==> src/rtl/instr_fetch.sv <==
// instr_fetch: 16x8 program RAM, registered fetch (1-cycle latency), run/step/halt sequencer, one commit per TICK_DIV cycles.
// Loads accepted only in IDLE/HALT via load_ready and never queued; define INSTR_FETCH_STEP_EN to add the single-step state.
module instr_fetch #(
    parameter int TICK_DIV         = 4,
    parameter bit HALT_ON_SELF_JMP = 1'b1
) (
    input  logic       clk,
    input  logic       rst_n,
    input  logic [3:0] ip,
    input  logic       run,
    input  logic       step,
    input  logic       load_valid,
    output logic       load_ready,
    input  logic [3:0] load_addr,
    input  logic [7:0] load_data,
    output logic [3:0] opecode,
    output logic [3:0] imm,
    output logic       commit,
    output logic       running,
    output logic       halted
);

    localparam int            CW        = $clog2(TICK_DIV);
    localparam logic [CW-1:0] TICK_LAST = CW'(TICK_DIV - 1);
    localparam logic [3:0]    ADD_A_IMM = 4'h0;
    localparam logic [3:0]    JMP_IMM   = 4'hF;

    typedef enum logic [1:0] {
        S_IDLE,
        S_RUN,
        S_HALT
`ifdef INSTR_FETCH_STEP_EN
        , S_STEP
`endif
    } state_t;

    state_t        r_state;
    state_t        w_state_nxt;
    logic [CW-1:0] r_tick;
    logic [CW-1:0] w_tick_nxt;
    logic [7:0]    r_mem [16];
    logic [3:0]    r_opecode;
    logic [3:0]    r_imm;
    logic [3:0]    r_ip_cap;
    logic          r_cap_ok;
    logic          w_wr;
    logic          w_fvalid;
    logic          w_tick_last;
    logic          w_self_jmp;
    logic          w_commit;

`ifndef INSTR_FETCH_STEP_EN
    logic w_step_unused;
    assign w_step_unused = step;
`endif

    assign load_ready  = (r_state == S_IDLE) || (r_state == S_HALT);
    assign w_wr        = load_valid && load_ready;
    // Fetched word is trustworthy only if it was read from the current ip and no write raced it.
    assign w_fvalid    = r_cap_ok && (r_ip_cap == ip);
    assign w_tick_last = (r_tick == TICK_LAST);
    assign w_self_jmp  = HALT_ON_SELF_JMP && (r_opecode == JMP_IMM) && (r_imm == ip);

    assign opecode = r_opecode;
    assign imm     = r_imm;
    assign commit  = w_commit;
    assign running = (r_state == S_RUN);
    assign halted  = (r_state == S_HALT);

    always_ff @(posedge clk or negedge rst_n) begin
        if (!rst_n) begin
            for (int i = 0; i < 16; i++) begin
                r_mem[i] <= 8'h00;
            end
        end else if (w_wr) begin
            r_mem[load_addr] <= load_data;
        end
    end

    always_ff @(posedge clk or negedge rst_n) begin
        if (!rst_n) begin
            r_opecode <= ADD_A_IMM;
            r_imm     <= 4'h0;
            r_ip_cap  <= 4'h0;
            r_cap_ok  <= 1'b0;
        end else begin
            {r_opecode, r_imm} <= r_mem[ip];
            r_ip_cap           <= ip;
            r_cap_ok           <= !(w_wr && (load_addr == ip));
        end
    end

    always_ff @(posedge clk or negedge rst_n) begin
        if (!rst_n) begin
            r_state <= S_IDLE;
            r_tick  <= '0;
        end else begin
            r_state <= w_state_nxt;
            r_tick  <= w_tick_nxt;
        end
    end

    always_comb begin
        w_state_nxt = r_state;
        w_tick_nxt  = r_tick;
        w_commit    = 1'b0;
        case (r_state)
            S_IDLE: begin
                w_tick_nxt = '0;
                if (run) begin
                    w_state_nxt = S_RUN;
                end
`ifdef INSTR_FETCH_STEP_EN
                else if (step) begin
                    w_state_nxt = S_STEP;
                end
`endif
            end
            S_RUN: begin
                if (!run) begin
                    w_state_nxt = S_IDLE;
                end else if (!w_tick_last) begin
                    w_tick_nxt = r_tick + 1'b1;
                end else if (w_fvalid) begin
                    // Counter holds at its last value while the fetch catches up.
                    w_commit   = 1'b1;
                    w_tick_nxt = '0;
                    if (w_self_jmp) begin
                        w_state_nxt = S_HALT;
                    end
                end
            end
            S_HALT: begin
                if (!run) begin
                    w_state_nxt = S_IDLE;
                end
            end
`ifdef INSTR_FETCH_STEP_EN
            S_STEP: begin
                if (w_fvalid) begin
                    w_commit    = 1'b1;
                    w_state_nxt = S_IDLE;
                end
            end
`endif
            default: begin
                w_state_nxt = S_IDLE;
            end
        endcase
    end

endmodule

==> config.mk <==
export PLATFORM = sky130hd
export DESIGN_NAME = instr_fetch
export DESIGN_NICKNAME = d
export VERILOG_FILES = /design/src/rtl/instr_fetch.sv
export SDC_FILE = /design/constraint.sdc
export NUM_CORES = 1
export LEC_CHECK = 0
export ABC_CLOCK_PERIOD_IN_PS = 2800
export BUFFER_PORTS_ARGS = -buffer_cell sky130_fd_sc_hd__buf_2
export CAP_MARGIN = 20
export CORE_ASPECT_RATIO = 1.4
export CORE_MARGIN = 4
export CORE_UTILIZATION = 30
export CTS_CLUSTER_SIZE = 28
export DETAILED_ROUTE_END_ITERATION = 10
export PLACE_DENSITY = 0.52
export RECOVER_POWER = 100
export REMOVE_ABC_BUFFERS = 1
export SLEW_MARGIN = 20
export SYNTH_ARGS = -nofsm -noshare
export SYNTH_HDL_FRONTEND = slang
export SYNTH_SLANG_ARGS = --single-unit
==> constraint.sdc <==
create_clock -name clk -period 2.8 [get_ports clk]
set_input_delay 0.28 -clock clk [delete_from_list [all_inputs] [get_ports clk]]
set_output_delay 0.28 -clock clk [all_outputs]
set_load 0.01 [all_outputs]
Word level (Yosys, flattened, before mapping)
Cells that the tools add are included.
{"block": "totals", "reg_bits": 145, "latchBits": 0, "mem_bits_rw": 0, "romBits": 0, "in_bits": 21, "output_inout_bits": 12, "elab_cells": 74, "mem_count": 0}
{"block": "op_classes", "addsub": 1, "mul": 0, "div": 0, "magnitude_cmp": 3, "n_eq_ne": 14, "shifts": 0, "mux": 21, "bitwise": 2, "reduce_logical": 11}
{"cell": "$bwmux W128", "n": 1}
{"cell": "$bmux W8 S4", "n": 1}
{"cell": "$demux W8 S4", "n": 1}
{"cell": "$mux W8", "n": 3}
{"cell": "$mux W2", "n": 9}
{"cell": "$eq A4 B4 Y1", "n": 3}
{"cell": "$ge A5 B5 Y1 const B", "n": 2}
{"cell": "$not A4 Y5", "n": 2}
{"cell": "$ne A3 B2 Y1 const B", "n": 3}
{"cell": "$ne A2 B2 Y1 const B", "n": 3}
{"cell": "$pmux W2 S3", "n": 1}
{"cell": "$logic_and A1 B1 Y1", "n": 5}
{"cell": "$lt A5 B1 Y1 const B", "n": 1}
{"cell": "$reduce_and A5 Y1", "n": 1}
{"cell": "$eq A2 B2 Y1 const B", "n": 2}
{"cell": "$eq A4 B4 Y1 const B", "n": 1}
{"cell": "$mux W1", "n": 4}
{"cell": "$pmux W2 S2", "n": 1}
{"cell": "$ne A3 B3 Y1 const B", "n": 1}
{"cell": "$reduce_and A3 Y1", "n": 1}
{"cell": "$add A2 B1 Y2 const B", "n": 1}
{"cell": "$eq A2 B1 Y1 const B", "n": 1}
{"cell": "$logic_not A2 Y1", "n": 1}
{"cell": "$reduce_bool A2 Y1", "n": 1}
{"cell": "2 further kinds", "n": 2}

Depth between registers and ports, before layout
Gate-level depths: netlist (run 1).
{"block": "logic_depth", "word_depth": 7, "depth_mapped": 7, "ltp_nobuf": 5}

Least setup slack after synthesis (run 1)
OpenSTA, ideal clock, no wires.
{"block": "synth_timing", "kind": "in2reg", "start": "input port ip[1]", "end": "register r_imm[0] (netlist: imm[0])", "setup_time_ns": 0.138, "t_arrival_ns": 1.638, "required_time_ns": 2.662, "setup_slack_ns": 1.023, "cell_stages": 4, "n_path_buf": 2, "path_cell_list": "clkbuf_1 -> clkbuf_1 -> mux4_2 -> mux4_2"}
{"block": "synth_via", "elab_chain_cells": 4}
{"item": "from (decl)", "line": "9", "text": "input logic [3:0] ip,"}
{"item": "$not A4 Y5 (not written as such)", "line": "87", "text": "{r_opecode, r_imm} <= r_mem[ip];"}
{"item": "$bmux W8 S4", "line": "87"}
{"item": "$mux W8 (not written as such) (2 in series)", "line": "87"}
{"item": "to (signal assigned)", "line": "87"}
{"item": "to (decl)", "line": "43", "text": "logic [3:0] r_imm;"}
No other way between the ends. The select of a mux whose other input is x is not followed.
A chain may end at the register's enable or synchronous reset.

Final worst setup path (run 1)
{"block": "layout_timing", "start": "register r_state[0]", "end": "register r_mem[101] (netlist name)"}
{"block": "layout_via", "elab_chain_cells": 3, "word_cells_on_any_way": 4, "cone_classes": "eq/ne (1); reduce/logical (3)"}
{"item": "from (decl)", "line": "37", "text": "state_t r_state;"}
{"item": "from (signal assigned)", "line": "98", "text": "r_state <= w_state_nxt;"}
{"item": "$eq A2 B2 Y1 or $logic_not A2 Y1 (tied branches)", "line": "57", "text": "assign load_ready = (r_state == S_IDLE) || (r_state == S_HALT);"}
{"item": "$logic_or A1 B1 Y1 (*)", "line": "57"}
{"item": "$logic_and A1 B1 Y1 (*)", "line": "58", "text": "assign w_wr = load_valid && load_ready;"}
{"item": "to (signal, indexed assignment)", "line": "76", "text": "r_mem[load_addr] <= load_data;"}
{"item": "to (decl)", "line": "41", "text": "logic [7:0] r_mem [16];"}
Every way passes the cells marked *; elsewhere a longest branch is shown, timed or not.

==> summary.txt, run 1 <==
Yosys
  – Post-synth EDFFs: 0
  – Cells after synthesis: around 400
  – Ys Warns: 0
  – Flops & latches, synth: 145
  – Cell variety after synth: 35
  – Sequential element share of the synthesized area: between 50% and 60%
  – Top post-synthesis cells by area: dfrtp_1 (55%), mux2_2 (18%), mux4_2 (8.5%), mux4_1 (5.9%), mux2_1 (3.6%)
  – Leading area contributor after synthesis: dfrtp_1
  – Async set or reset register ratio after synthesis: 100.0%
  – Post-synth top area share: around 55%
  – Avg Cell Area, Syn: about 16 um^2
  – Ys flop type: dfrtp_1
  – Cell Area, Synth: ~0.0066 mm^2

Power
  – Combinational share of power: between 10% and 20%
  – Net Sw Frac: 24.61%
  – Pint: between 4 and 5 mW
  – Leakage: ~3.4 nW
  – Power Dens Cells: around 770 mW/mm^2
  – Clock power frac: 40.3%
  – Register share of total power: 45.5%
  – Sw Pwr: 1.452 mW
  – Max IR drop VDD: 0.2952 mV

Clock tree
  – Clk Latency, worst-skew pair: between 0.4 and 0.5 ns
  – Num Clock Sinks: 145
  – CTS tree: done
  – Post-CTS Setup Bufs: 0
  – H-tree levels: 4
  – Clock Pin Slew Worst Setup and Hold Paths: ~0.060 ns
  – Root Buffer: clkbuf_16
  – Num CTS Buffers: 17
  – Hold buffers post-CTS: 1
  – Post_cts resized: 0
  – Longest Clk Path Bufs: 2

Placement
  – Final GP Congestion: approximately 0.75
  – Placed Instance Area: ~0.0071 mm^2
  – Post-DP HPWL: 10220 um
  – # port buffers: 31

Drt
  – WL final: ~15000 um
  – Total number of vias: around 3600
  – 1st-iter DRT viols: about 200
  – Post-route ant nets: 0
  – DR vias/cell: roughly 4.8
  – Wirelength per Cell: roughly 19 um
  – DRC: 0
  – Drt first pass iters: 4

STA
  – Worst-Margin Slew: about 1.3 ns
  – Setup violators final: 0
  – RSZ-0062 raised after global routing: no
  – Hold_ws: around 0.13 ns
  – Final Slew Violations: 0
  – Fin Setup TNS: 0 ns
  – Fin crit period: between 2 and 2.5 ns
  – Worst rel slew slack: 10.82%
  – Fin crit share: ~82%
  – Final Hold Fails: 0
  – Setup Skew: roughly 0.014 ns
  – Fmax: between 400 and 500 MHz

GRT
  – Initial antenna violation count: 2
  – Largest net degree at the start of global routing: 77
  – First-pass GRT wire length: 23440 um
  – Gr ovfl total: 0
  – GRT Total Usage: 12.61%
  – Vias in the first global route: roughly 4000

Layout
  – Layout cell share with drive strength beyond 1: between 40% and 50%
  – Fin util: roughly a third
  – Area growth syn-to-layout: 15.76%
  – Diode count: 0
  – Final instance area: ~0.0077 mm^2
  – Nets: ~460

Worst setup path
  – Critical path's slowest cell: nor4_2
  – Worst Path Class, Setup: flip-flop to flip-flop
  – Arr. time, crit path: 2.60 ns
  – Crit-path max cell delay: about 1.1 ns
  – Crit start category: flip-flop
  – Crit-path max FO: 8
  – CP Data Required Time: 3.09 ns
  – Critical-path cell list: inv_1 -> nand2_1 -> nor4_2 -> mux2_2
  – Critical Path Sink Type: flip-flop

Die
  – Core area: ~0.022 mm^2
  – Ports: 33
  – Die height: 183.9 um
  – Row count: 64
  – Die area: between 0.02 and 0.025 mm^2
  – Initial Util: between 30% and 40%
  – Die Span X: around 130 um

Worst hold path
  – Worst hold path type: input pin to flip-flop

Run
  – Total of max-cap violations: 0

Run status
  – Outcome: finished, final reports clean
==> cell usage after synthesis (5+ instances only) <==
| library cell | n |
|---|---|
| mux2_1 | 21 |
| nor2b_1 | 7 |
| mux4_1 | 15 |
| buf_2 | 5 |
| clkbuf_1 | 12 |
| nand2_1 | 14 |
| mux4_2 | 25 |
| dfrtp_1 | 145 |
| xnor2_1 | 5 |
| xor2_1 | 7 |
| mux2_2 | 107 |
==> placed cells by master, fill, tap and decap left out, types with 2 or more instances in the layout <==
cell type / Yosys / final
nor2_1: 4 / 5
nand2b_1: 2 / 2
nand2_1: 14 / 14
mux2_1: 21 / 22
clkbuf_16: 0 / 17
dfrtp_1: 145 / 145
clkinv_4: 0 / 5
clkbuf_1: 12 / 19
mux2_2: 107 / 106
inv_1: 2 / 3
mux2i_1: 2 / 2
nor3b_2: 1 / 2
buf_2: 5 / 16
nor2b_1: 7 / 7
mux4_2: 25 / 25
xnor2_1: 5 / 5
nor3_1: 4 / 4
buf_12: 0 / 2
inv_6: 0 / 4
mux4_1: 15 / 15
o21ai_0: 1 / 2
xor2_1: 7 / 7
nor3b_1: 1 / 2
nand3_1: 2 / 2
nand4_1: 3 / 3
bufinv_16: 0 / 3
buf_4: 0 / 2
==> layer usage <==
layer  track usage (%)  vias to the layer above  part of all wire, %
li1                  -                     1593                    -
met1             14.97                     1928                   41
met2             22.27                       64                   54
met3             2.985                       22                  3.3
met4             4.652                        4                  1.8
met5                 0                        -                 0.10
==> worst paths after layout <==
check | start | to | slack (ns) | cells after the start
setup / recovery | r_state[0]$_DFFE_PN0P_ | r_mem[101]$_DFFE_PN0P_ | 0.49 | 4
hold / removal | run | r_state[1]$_DFFE_PN0P_ | 0.13 | 2
setup reg to reg | r_state[0]$_DFFE_PN0P_ | r_mem[101]$_DFFE_PN0P_ | 0.49 | 4
hold reg to reg | r_mem[67]$_DFFE_PN0P_ | r_mem[67]$_DFFE_PN0P_ | 0.48 | 1
max in group asynchronous | rst_n | imm[2]$_DFF_PN0_ | 0.89 | 3
min in group asynchronous | rst_n | r_mem[50]$_DFFE_PN0P_ | 0.43 | 2
==> power groups by stage <==
stage               clock (mW)  sequential, mW  combinational (mW)
floorplan                    0            2.67               0.584
global placement             0            2.69               0.837
detailed placement           0            2.72               0.871
CTS                       2.43            2.69               0.873
global route              2.53            2.74               0.921
finish                    2.38            2.68               0.837
==> registers in the layout, indices dropped and copies added (netlist names) <==
register and flops:
r_cap_ok 1, opecode 4, r_state 2, r_tick 2, r_ip_cap 4, r_mem 128
imm 4
==> worst max-delay path, delay by kind of cell, from the launching register on <==
family | cells | cell delay (ns)
AND/OR/NAND/NOR | 2 | 1.21
flip-flops | 1 | 0.43
multiplexers | 1 | 0.43
buffers and inverters | 1 | 0.11
==> cell type report <==
cell class	instances	area, um^2
Clock buffer	19	442.9
Clock inverter	13	173.9
Fill cell	2111	14110
Inverter	3	11.26
Multi-Input combinational cell	233	2823
Sequential cell	145	3628
Tap cell	297	371.6
Timing Repair Buffer	40	224.0
==> cells by family after synthesis <==
family | after synthesis | synth area share [%]
AOI/OAI and AO/OA | 5 | 0.5849
xor gates and xnor gates | 12 | 1.585
adders and majority gates | 1 | 0.1887
buffers and inverters | 26 | 2.057
DFF | 145 | 54.73
muxes | 170 | 36.48
and+or+nand+nor | 45 | 4.378
==> stage by stage <==
step	total power [mW]	instances	worst slack [ns]
after global routing	6.188	750	0.3265
after CTS	5.995	750	0.6201
after global placement	3.528	717	0.6733
after floorplan	3.251	381	0.9586
final	5.901	750	0.4915
after detailed placement	3.596	717	0.6378
Power figures use the tool's default switching activity.
==> run 2: changes to the inputs <==
--- a/config.mk
+++ b/config.mk
@@ -5,7 +5,7 @@
 export SDC_FILE = /design/constraint.sdc
 export NUM_CORES = 1
 export LEC_CHECK = 0
-export ABC_CLOCK_PERIOD_IN_PS = 2800
+export ABC_CLOCK_PERIOD_IN_PS = 2200
 export BUFFER_PORTS_ARGS = -buffer_cell sky130_fd_sc_hd__buf_2
 export CAP_MARGIN = 20
 export CORE_ASPECT_RATIO = 1.4
==> constraint.sdc (replaced) <==
create_clock -name clk -period 2.2 [get_ports clk]
set_input_delay 0.22 -clock clk [delete_from_list [all_inputs] [get_ports clk]]
set_output_delay 0.22 -clock clk [all_outputs]
set_load 0.01 [all_outputs]
==> summary.txt, run 2 (same netlist as run 1, synthesis figures left out) <==
STA
  – Fin crit period: 2.073 ns (-0.2355 ns)
  – Fmax: 482.4 MHz (+11%)
  – Setup Skew: 0.008718 ns (-0.005305 ns)
  – Final Hold Fails: 0 (unchanged)
  – Final Slew Violations: 0 (unchanged)
  – Fin crit share: 94.23% (+12 points)
  – Worst-Margin Slew: 0.9935 ns (-0.3331 ns)
  – Worst rel slew slack: 33.77% (+23 points)
  – RSZ-0062 raised after global routing: no
  – Setup violators final: 0 (unchanged)
  – Fin Setup TNS: 0 ns (unchanged)

Drt
  – Post-route ant nets: 0 (unchanged)
  – Wirelength per Cell: 19.38 um (about the same)
  – DR vias/cell: 4.819 (about the same)
  – WL final: 14840 um (+2.1%)
  – DRC: 0 (unchanged)
  – 1st-iter DRT viols: 219 (+11%)
  – Total number of vias: 3691 (+2.2%)
  – Drt first pass iters: 4 (unchanged)

Layout
  – Commonest non-fill, non-tap cell in the layout: dfrtp_1
  – Final instance area: 0.007858 mm^2 (+2.4%)
  – Filler cells: 2132 (+0.99%)
  – Nets: 478 (+3.5%)
  – Area of the multi-input gates: 0.002838 mm^2 (+0.53%)
  – Most frequent cells in the layout: dfrtp_1 (145), mux2_2 (107), mux4_2 (25)
  – Register area: 0.003628 mm^2 (unchanged)
  – Top reg by flops: r_mem
  – Area growth syn-to-layout: 18.51%
  – Max FFs per register: 128 (unchanged)
  – Layout cell share with drive strength beyond 1: 43.38% (+1.9 points)

Worst hold path
  – Hold_sp: run
  – Hold endpoint: r_state[1]$_DFFE_PN0P_
  – Worst hold path type: input pin to flip-flop
  – Min-Delay Path Depth: 2 (unchanged)

Clock tree
  – H-tree levels: 4 (unchanged)
  – Num CTS Buffers: 17 (unchanged)
  – Root Buffer: clkbuf_16
  – Clock Pin Slew Worst Setup and Hold Paths: 0.07 ns (about the same)
  – Num Clock Sinks: 145 (unchanged)
  – CTS tree: done
  – Longest Clk Path Bufs: 2 (unchanged)
  – Post_cts resized: 0 (unchanged)
  – Post-CTS Setup Bufs: 0 (unchanged)
  – Hold buffers post-CTS: 1 (unchanged)
  – Clk Latency, worst-skew pair: 0.42 ns (about the same)

Worst setup path
  – Reg2Reg Depth: 6 (+2)
  – Crit-path max cell delay: 0.44 ns (-0.64 ns)
  – CP Data Required Time: 2.49 ns (-0.60 ns)
  – Critical Path Sink Type: flip-flop
  – R2r setup slk: 0.13 ns (-0.36 ns)
  – Crit-path max FO: 8 (unchanged)
  – Worst Path Class, Setup: flip-flop to flip-flop
  – Critical path's slowest cell: dfrtp_1
  – Critical-path cell list: nor2b_1 -> clkbuf_1 -> nand3_1 -> nor2_2 -> clkbuf_2 -> mux2_2
  – Crit start category: flip-flop
  – Reg2Reg Launch Point: r_state[0]$_DFFE_PN0P_
  – Arr. time, crit path: 2.37 ns (-0.23 ns)
  – RR Endpoint: r_mem[3]$_DFFE_PN0P_
  – CP startpoint: r_state[0]$_DFFE_PN0P_

Run status
  – Outcome: finished, final reports clean

GRT
  – Initial antenna violation count: 2 (unchanged)
  – GRT met3 Usage: 2.985% (unchanged)
  – GRT Total Usage: 12.88% (+0.27 points)
  – Grt met2 use: 22.07% (-0.20 points)
  – M1 GR Usage: 16.01% (+1.0 points)
  – Largest net degree at the start of global routing: 73 (-5.2%)
  – Gr ovfl total: 0 (unchanged)
  – First-pass GRT wire length: 23710 um (+1.1%)
  – Vias in the first global route: 3997 (+0.30%)
  – Grt peak-use layer: met2

Placement
  – Final GP Congestion: 0.7344 (-2.5%)
  – Post-DP HPWL: 10580 um (+3.5%)
  – # port buffers: 31 (unchanged)
  – Placed Instance Area: 0.007293 mm^2 (+2.4%)

Die
  – Row count: 64 (unchanged)
  – Core area: 0.02178 mm^2 (unchanged)
  – Die Span X: 133.6 um (unchanged)
  – Ports: 33 (unchanged)
  – Initial Util: 30.44% (unchanged)
  – Die height: 183.9 um (unchanged)
  – Die area: 0.02458 mm^2 (unchanged)

Power
  – Max IR drop VDD: 0.4829 mV (+64%)
  – Power Dens Cells: 980.2 mW/mm^2 (+27%)
  – Leakage: 3.498 nW (+3.0%)

Run
  – Total of max-cap violations: 0 (unchanged)
==> run 2: cell types whose count changed in the layout (fill, tap and decap cells not counted), sizes merged <==
cell,before,now
buf,21,25
bufinv,3,5
clkbuf,37,49
clkinv,6,4
clkinvlp,0,3
diode,0,1
inv,7,3
==> run 2: report_power, final <==
group / internal [mW] / switching (mW)
logic: 0.664 / 0.431
registers: 3.17 / 0.240
clock network: 2.07 / 1.12
==> run 2: worst max-delay path, delay by kind of cell, from the launching register on <==
family,cells,cell delay [ns]
AND/OR/NAND/NOR,3,0.59
multiplexers,1,0.38
flip-flops,1,0.44
buffers and inverters,2,0.53
==> run 2: how the worst max path moves through the flow <==
| stage | to | depth (start not counted) |
|---|---|---|
| after detailed placement | r_mem[70]$_DFFE_PN0P_ | 6 |
| after CTS | commit | 5 |
| after global routing | commit | 5 |
| after global placement | r_mem[70]$_DFFE_PN0P_ | 6 |
| after floorplan | r_mem[64]$_DFFE_PN0P_ | 5 |
| final | r_mem[3]$_DFFE_PN0P_ | 6 |
==> run 2: metal layers <==
| layer | wire (um) | part of all wire (%) |
|---|---|---|
| met1 | 6369 | 43 |
| met2 | 7775 | 52 |
| met3 | 437 | 2.9 |
| met4 | 248 | 1.7 |
| met5 | 13 | 0.088 |
==> run 2: layout make-up <==
| type | count | share of cell area, % |
|---|---|---|
| repair buffers | 56 | 4.395 |
| diodes | 1 | 0.03185 |
| clock buffers | 19 | 5.764 |
| inverters | 3 | 0.1433 |
| flip-flops and latches | 145 | 46.18 |
| multi-input cells | 233 | 36.11 |
| clock inverters | 12 | 2.643 |
| well taps | 297 | 4.729 |
==> run 2: through the flow <==
step | hold slack, ns | std cells | worst slack, ns | power (mW) | util, %
after global placement | 0.2771 | 733 | 0.2708 | 4.523 | 33.48
after detailed placement | 0.2948 | 733 | 0.2433 | 4.605 | 33.48
after floorplan | -0.07559 | 381 | 0.3586 | 4.138 | -
after CTS | 0.01762 | 765 | 0.1256 | 7.824 | 36.56
after global routing | 0.03411 | 766 | 0.03983 | 8.053 | 36.08
final | 0.04569 | 766 | 0.1270 | 7.702 | 36.08
==> run 3: changes to the inputs <==
--- a/config.mk
+++ b/config.mk
@@ -5,9 +5,10 @@
 export SDC_FILE = /design/constraint.sdc
 export NUM_CORES = 1
 export LEC_CHECK = 0
+export ABC_AREA = 1
 export ABC_CLOCK_PERIOD_IN_PS = 2200
 export BUFFER_PORTS_ARGS = -buffer_cell sky130_fd_sc_hd__buf_2
-export CAP_MARGIN = 20
+export CAP_MARGIN = 15
 export CORE_ASPECT_RATIO = 1.4
 export CORE_MARGIN = 4
 export CORE_UTILIZATION = 30
@@ -15,7 +16,6 @@
 export DETAILED_ROUTE_END_ITERATION = 10
 export PLACE_DENSITY = 0.52
 export RECOVER_POWER = 100
-export REMOVE_ABC_BUFFERS = 1
 export SLEW_MARGIN = 20
 export SYNTH_ARGS = -nofsm -noshare
 export SYNTH_HDL_FRONTEND = slang
==> summary.txt, run 3 <==
Run status
  – Outcome: finished, final reports clean

Yosys
  – Syn nets: approximately 800
  – Top post-synthesis cells by area: dfrtp_1 (54%), o21ai_0 (12%), nand2_1 (10%), nor2_1 (5.3%), o21ai_2 (3.9%)
  – Avg Cell Area, Syn: 8.660 um^2 (-47%)
  – Synth top cells by count: nand2_1 (185), o21ai_0 (156), dfrtp_1 (145)
  – Sequential element share of the synthesized area: 54.13% (-0.59 points)
  – Post-synth top area share: 54.13% (-0.59 points)
  – Cells after synthesis: 774 (+92%)
  – Leading area contributor after synthesis: dfrtp_1
  – Ys flop type: dfrtp_1
  – Cell with the most instances after synthesis: nand2_1
  – Cell variety after synth: 27 (-23%)
  – Ys Warns: 0 (unchanged)
  – Cell Area, Synth: 0.006703 mm^2 (+1.1%)
  – Flops & latches, synth: 145 (unchanged)
  – Post-synth EDFFs: 0 (unchanged)
  – Async set or reset register ratio after synthesis: 100.0% (unchanged)

Drt
  – 1st-iter DRT viols: 504 (+130%)
  – Post-route ant nets: 0 (unchanged)
  – Drt first pass iters: 5 (+1)
  – Total number of vias: 5332 (+44%)
  – DR vias/cell: 4.847 (+0.60%)
  – WL final: 17790 um (+20%)
  – Wirelength per Cell: 16.17 um (-17%)
  – DRC: 0 (unchanged)

Die
  – Die height: 184.9 um (+0.52%)
  – Core area: 0.02194 mm^2 (+0.74%)
  – Row count: 64 (unchanged)
  – Initial Util: 30.55% (+0.11 points)
  – Ports: 33 (unchanged)
  – Die area: 0.02483 mm^2 (+1.0%)
  – Die Span X: 134.3 um (+0.51%)

Placement
  – Post-DP HPWL: 11600 um (+9.6%)
  – Final GP Congestion: 0.7938 (+8.1%)
  – Pre-CTS setup slack: 0.6013 ns (+0.3580 ns)
  – # port buffers: 31 (unchanged)
  – Placed Instances: 1066 (+45%)

Clock tree
  – H-tree levels: 4 (unchanged)
  – CTS tree: done
  – Post_cts resized: 0 (unchanged)
  – Num Clock Sinks: 145 (unchanged)
  – Longest Clk Path Bufs: 2 (unchanged)
  – Clock Pin Slew Worst Setup and Hold Paths: 0.06 ns (about the same)
  – Root Buffer: clkbuf_16
  – Num CTS Buffers: 17 (unchanged)
  – Clk Latency, worst-skew pair: 0.42 ns (about the same)

STA
  – Fmax: 531.4 MHz (+10%)
  – Setup violators final: 0 (unchanged)
  – Worst rel slew slack: 8.435% (-25 points)
  – Fin Setup TNS: 0 ns (unchanged)
  – Worst setup margin: 0.3183 ns (+0.1914 ns)
  – RSZ-0062 raised after global routing: no
  – Worst-Margin Slew: 1.373 ns (+0.3800 ns)
  – Fin crit share: 85.53% (-8.7 points)
  – Fin crit period: 1.882 ns (-0.1914 ns)
  – Final Slew Violations: 0 (unchanged)
  – Setup Skew: 0.008241 ns (-0.0004775 ns)
  – Final Hold Fails: 0 (unchanged)
  – Hold_ws: 0.1577 ns (+0.1120 ns)

GRT
  – Vias in the first global route: 5223 (+31%)
  – Grt met2 use: 26.18% (+4.1 points)
  – GRT Total Usage: 15.09% (+2.2 points)
  – Largest net degree at the start of global routing: 71 (-2.7%)
  – M1 GR Usage: 18.94% (+2.9 points)
  – Grt peak-use layer: met2
  – GRT met3 Usage: 2.826% (-0.16 points)
  – First-pass GRT wire length: 29030 um (+22%)
  – Gr ovfl total: 0 (unchanged)
  – Initial antenna violation count: 4 (+2)

Worst setup path
  – Reg2Reg Depth: 5 (-1)
  – RR Endpoint: r_mem[44]$_DFFE_PN0P_
  – Critical Path Sink Type: flip-flop
  – Reg2Reg Launch Point: r_state[0]$_DFFE_PN0P_
  – CP Data Required Time: 2.49 ns (about the same)
  – Crit-path max FO: 19 (+11)
  – Arr. time, crit path: 2.17 ns (-0.20 ns)
  – R2r setup slk: 0.46 ns (+0.33 ns)
  – Crit start category: input pin
  – Worst Path Class, Setup: input pin to flip-flop

Layout
  – Area growth syn-to-layout: 13.74%
  – Commonest non-fill, non-tap cell in the layout: o21ai_0
  – Layout cell share with drive strength beyond 1: 9.476% (-34 points)
  – Top reg by flops: r_mem
  – Filler cells: 2361 (+11%)
  – Nets: 811 (+70%)
  – Max FFs per register: 128 (unchanged)
  – Most frequent cells in the layout: o21ai_0 (188), nand2_1 (185), dfrtp_1 (145)
  – Non-filler cells in the finished layout: 1100 (+44%)

Power
  – Power Dens Cells: 1189 mW/mm^2 (+21%)
  – Max IR drop VDD: 0.4678 mV (-3.1%)
  – Leakage: 3.467 nW (-0.90%)

Worst hold path
  – Hold_sp: load_addr[2]
  – Min-Delay Path Depth: 3 (+1)
  – Worst hold path type: input pin to flip-flop
  – Hold endpoint: r_cap_ok$_DFF_PN0_

Run
  – Total of max-cap violations: 0 (unchanged)
[run 3: cell count changes after synthesis, sizes merged, moves of 23 or more]
cell	delta
mux2	-128
buf	+23
inv	+28
nor2	+91
mux4	-40
o21ai	+193
nand2	+173
[run 3: per-layer routing]
metal  part of all wire [%]  wire (um)
met5                   0.21         38
met1                     45       7955
met2                     50       8807
met3                    3.4        611
met4                    2.1        378
[run 3: worst max-delay path by stage]
stage                                start                endpoint  slack, ns  cells past startpoint
floorplan           r_state[0]$_DFFE_PN0P_                  commit       0.87                      4
global placement    r_state[0]$_DFFE_PN0P_  r_mem[122]$_DFFE_PN0P_       0.60                      6
detailed placement  r_state[0]$_DFFE_PN0P_   r_mem[58]$_DFFE_PN0P_       0.60                      5
CTS                 r_state[0]$_DFFE_PN0P_                  commit       0.40                      5
global route                         ip[2]    opecode[0]$_DFF_PN0_       0.20                      5
finish                               ip[2]    opecode[0]$_DFF_PN0_       0.32                      5
[run 3: critical path, stage by stage]
cell	delay (ns)
clkbuf_1	0.33
clkbuf_1	0.95
o221ai_1	0.32
nand3_1	0.24
nand2_1	0.10
[run 3: area by class of cell]
type | instances | area, um^2 | share of cell area [%]
Antenna cell | 1 | 2.502 | 0.03282
Clock buffer | 19 | 432.9 | 5.679
Clock inverter | 13 | 185.2 | 2.429
Inverter | 31 | 116.4 | 1.526
Multi-Input combinational cell | 546 | 2567 | 33.68
Sequential cell | 145 | 3628 | 47.60
Tap cell | 297 | 371.6 | 4.874
Timing Repair Buffer | 48 | 319.1 | 4.185
[run 3: power breakdown]
part,leakage (nW),switching [mW],internal (mW),total (mW)
logic,1.30,1.04,0.730,1.77
clock network,0.297,1.12,1.90,3.02
registers,1.87,0.546,3.72,4.27
total,3.47,2.71,6.35,9.06
[run 3: cells by family (layout without fill, tap and decap cells)]
group                      after synthesis  in the layout  synth area share, %
DFF                                    145            145                54.13
adders and majority gates                1              1               0.1866
buffers and inverters                   83            111                6.048
other                                    0              1                    0
xor gates and xnor gates                 3              3               0.3921
AOI/OAI and AO/OA                      238            238                21.11
and+or+nand+nor                        304            304                18.13
[run 3: through the flow]
step	utilization (%)	power, mW	instance area [um^2]
after floorplan	-	5.641	6703
after global placement	32.49	6.152	7129
after detailed placement	32.49	6.219	7129
after CTS	35.36	9.264	7757
after global routing	34.73	9.732	7621
final	34.75	9.062	7624
[run 3: what timing repair did]
action	in CTS	in global routing
endpoints found under the hold margin	48	0
buffers inserted	0	0
hold buffers	1	0
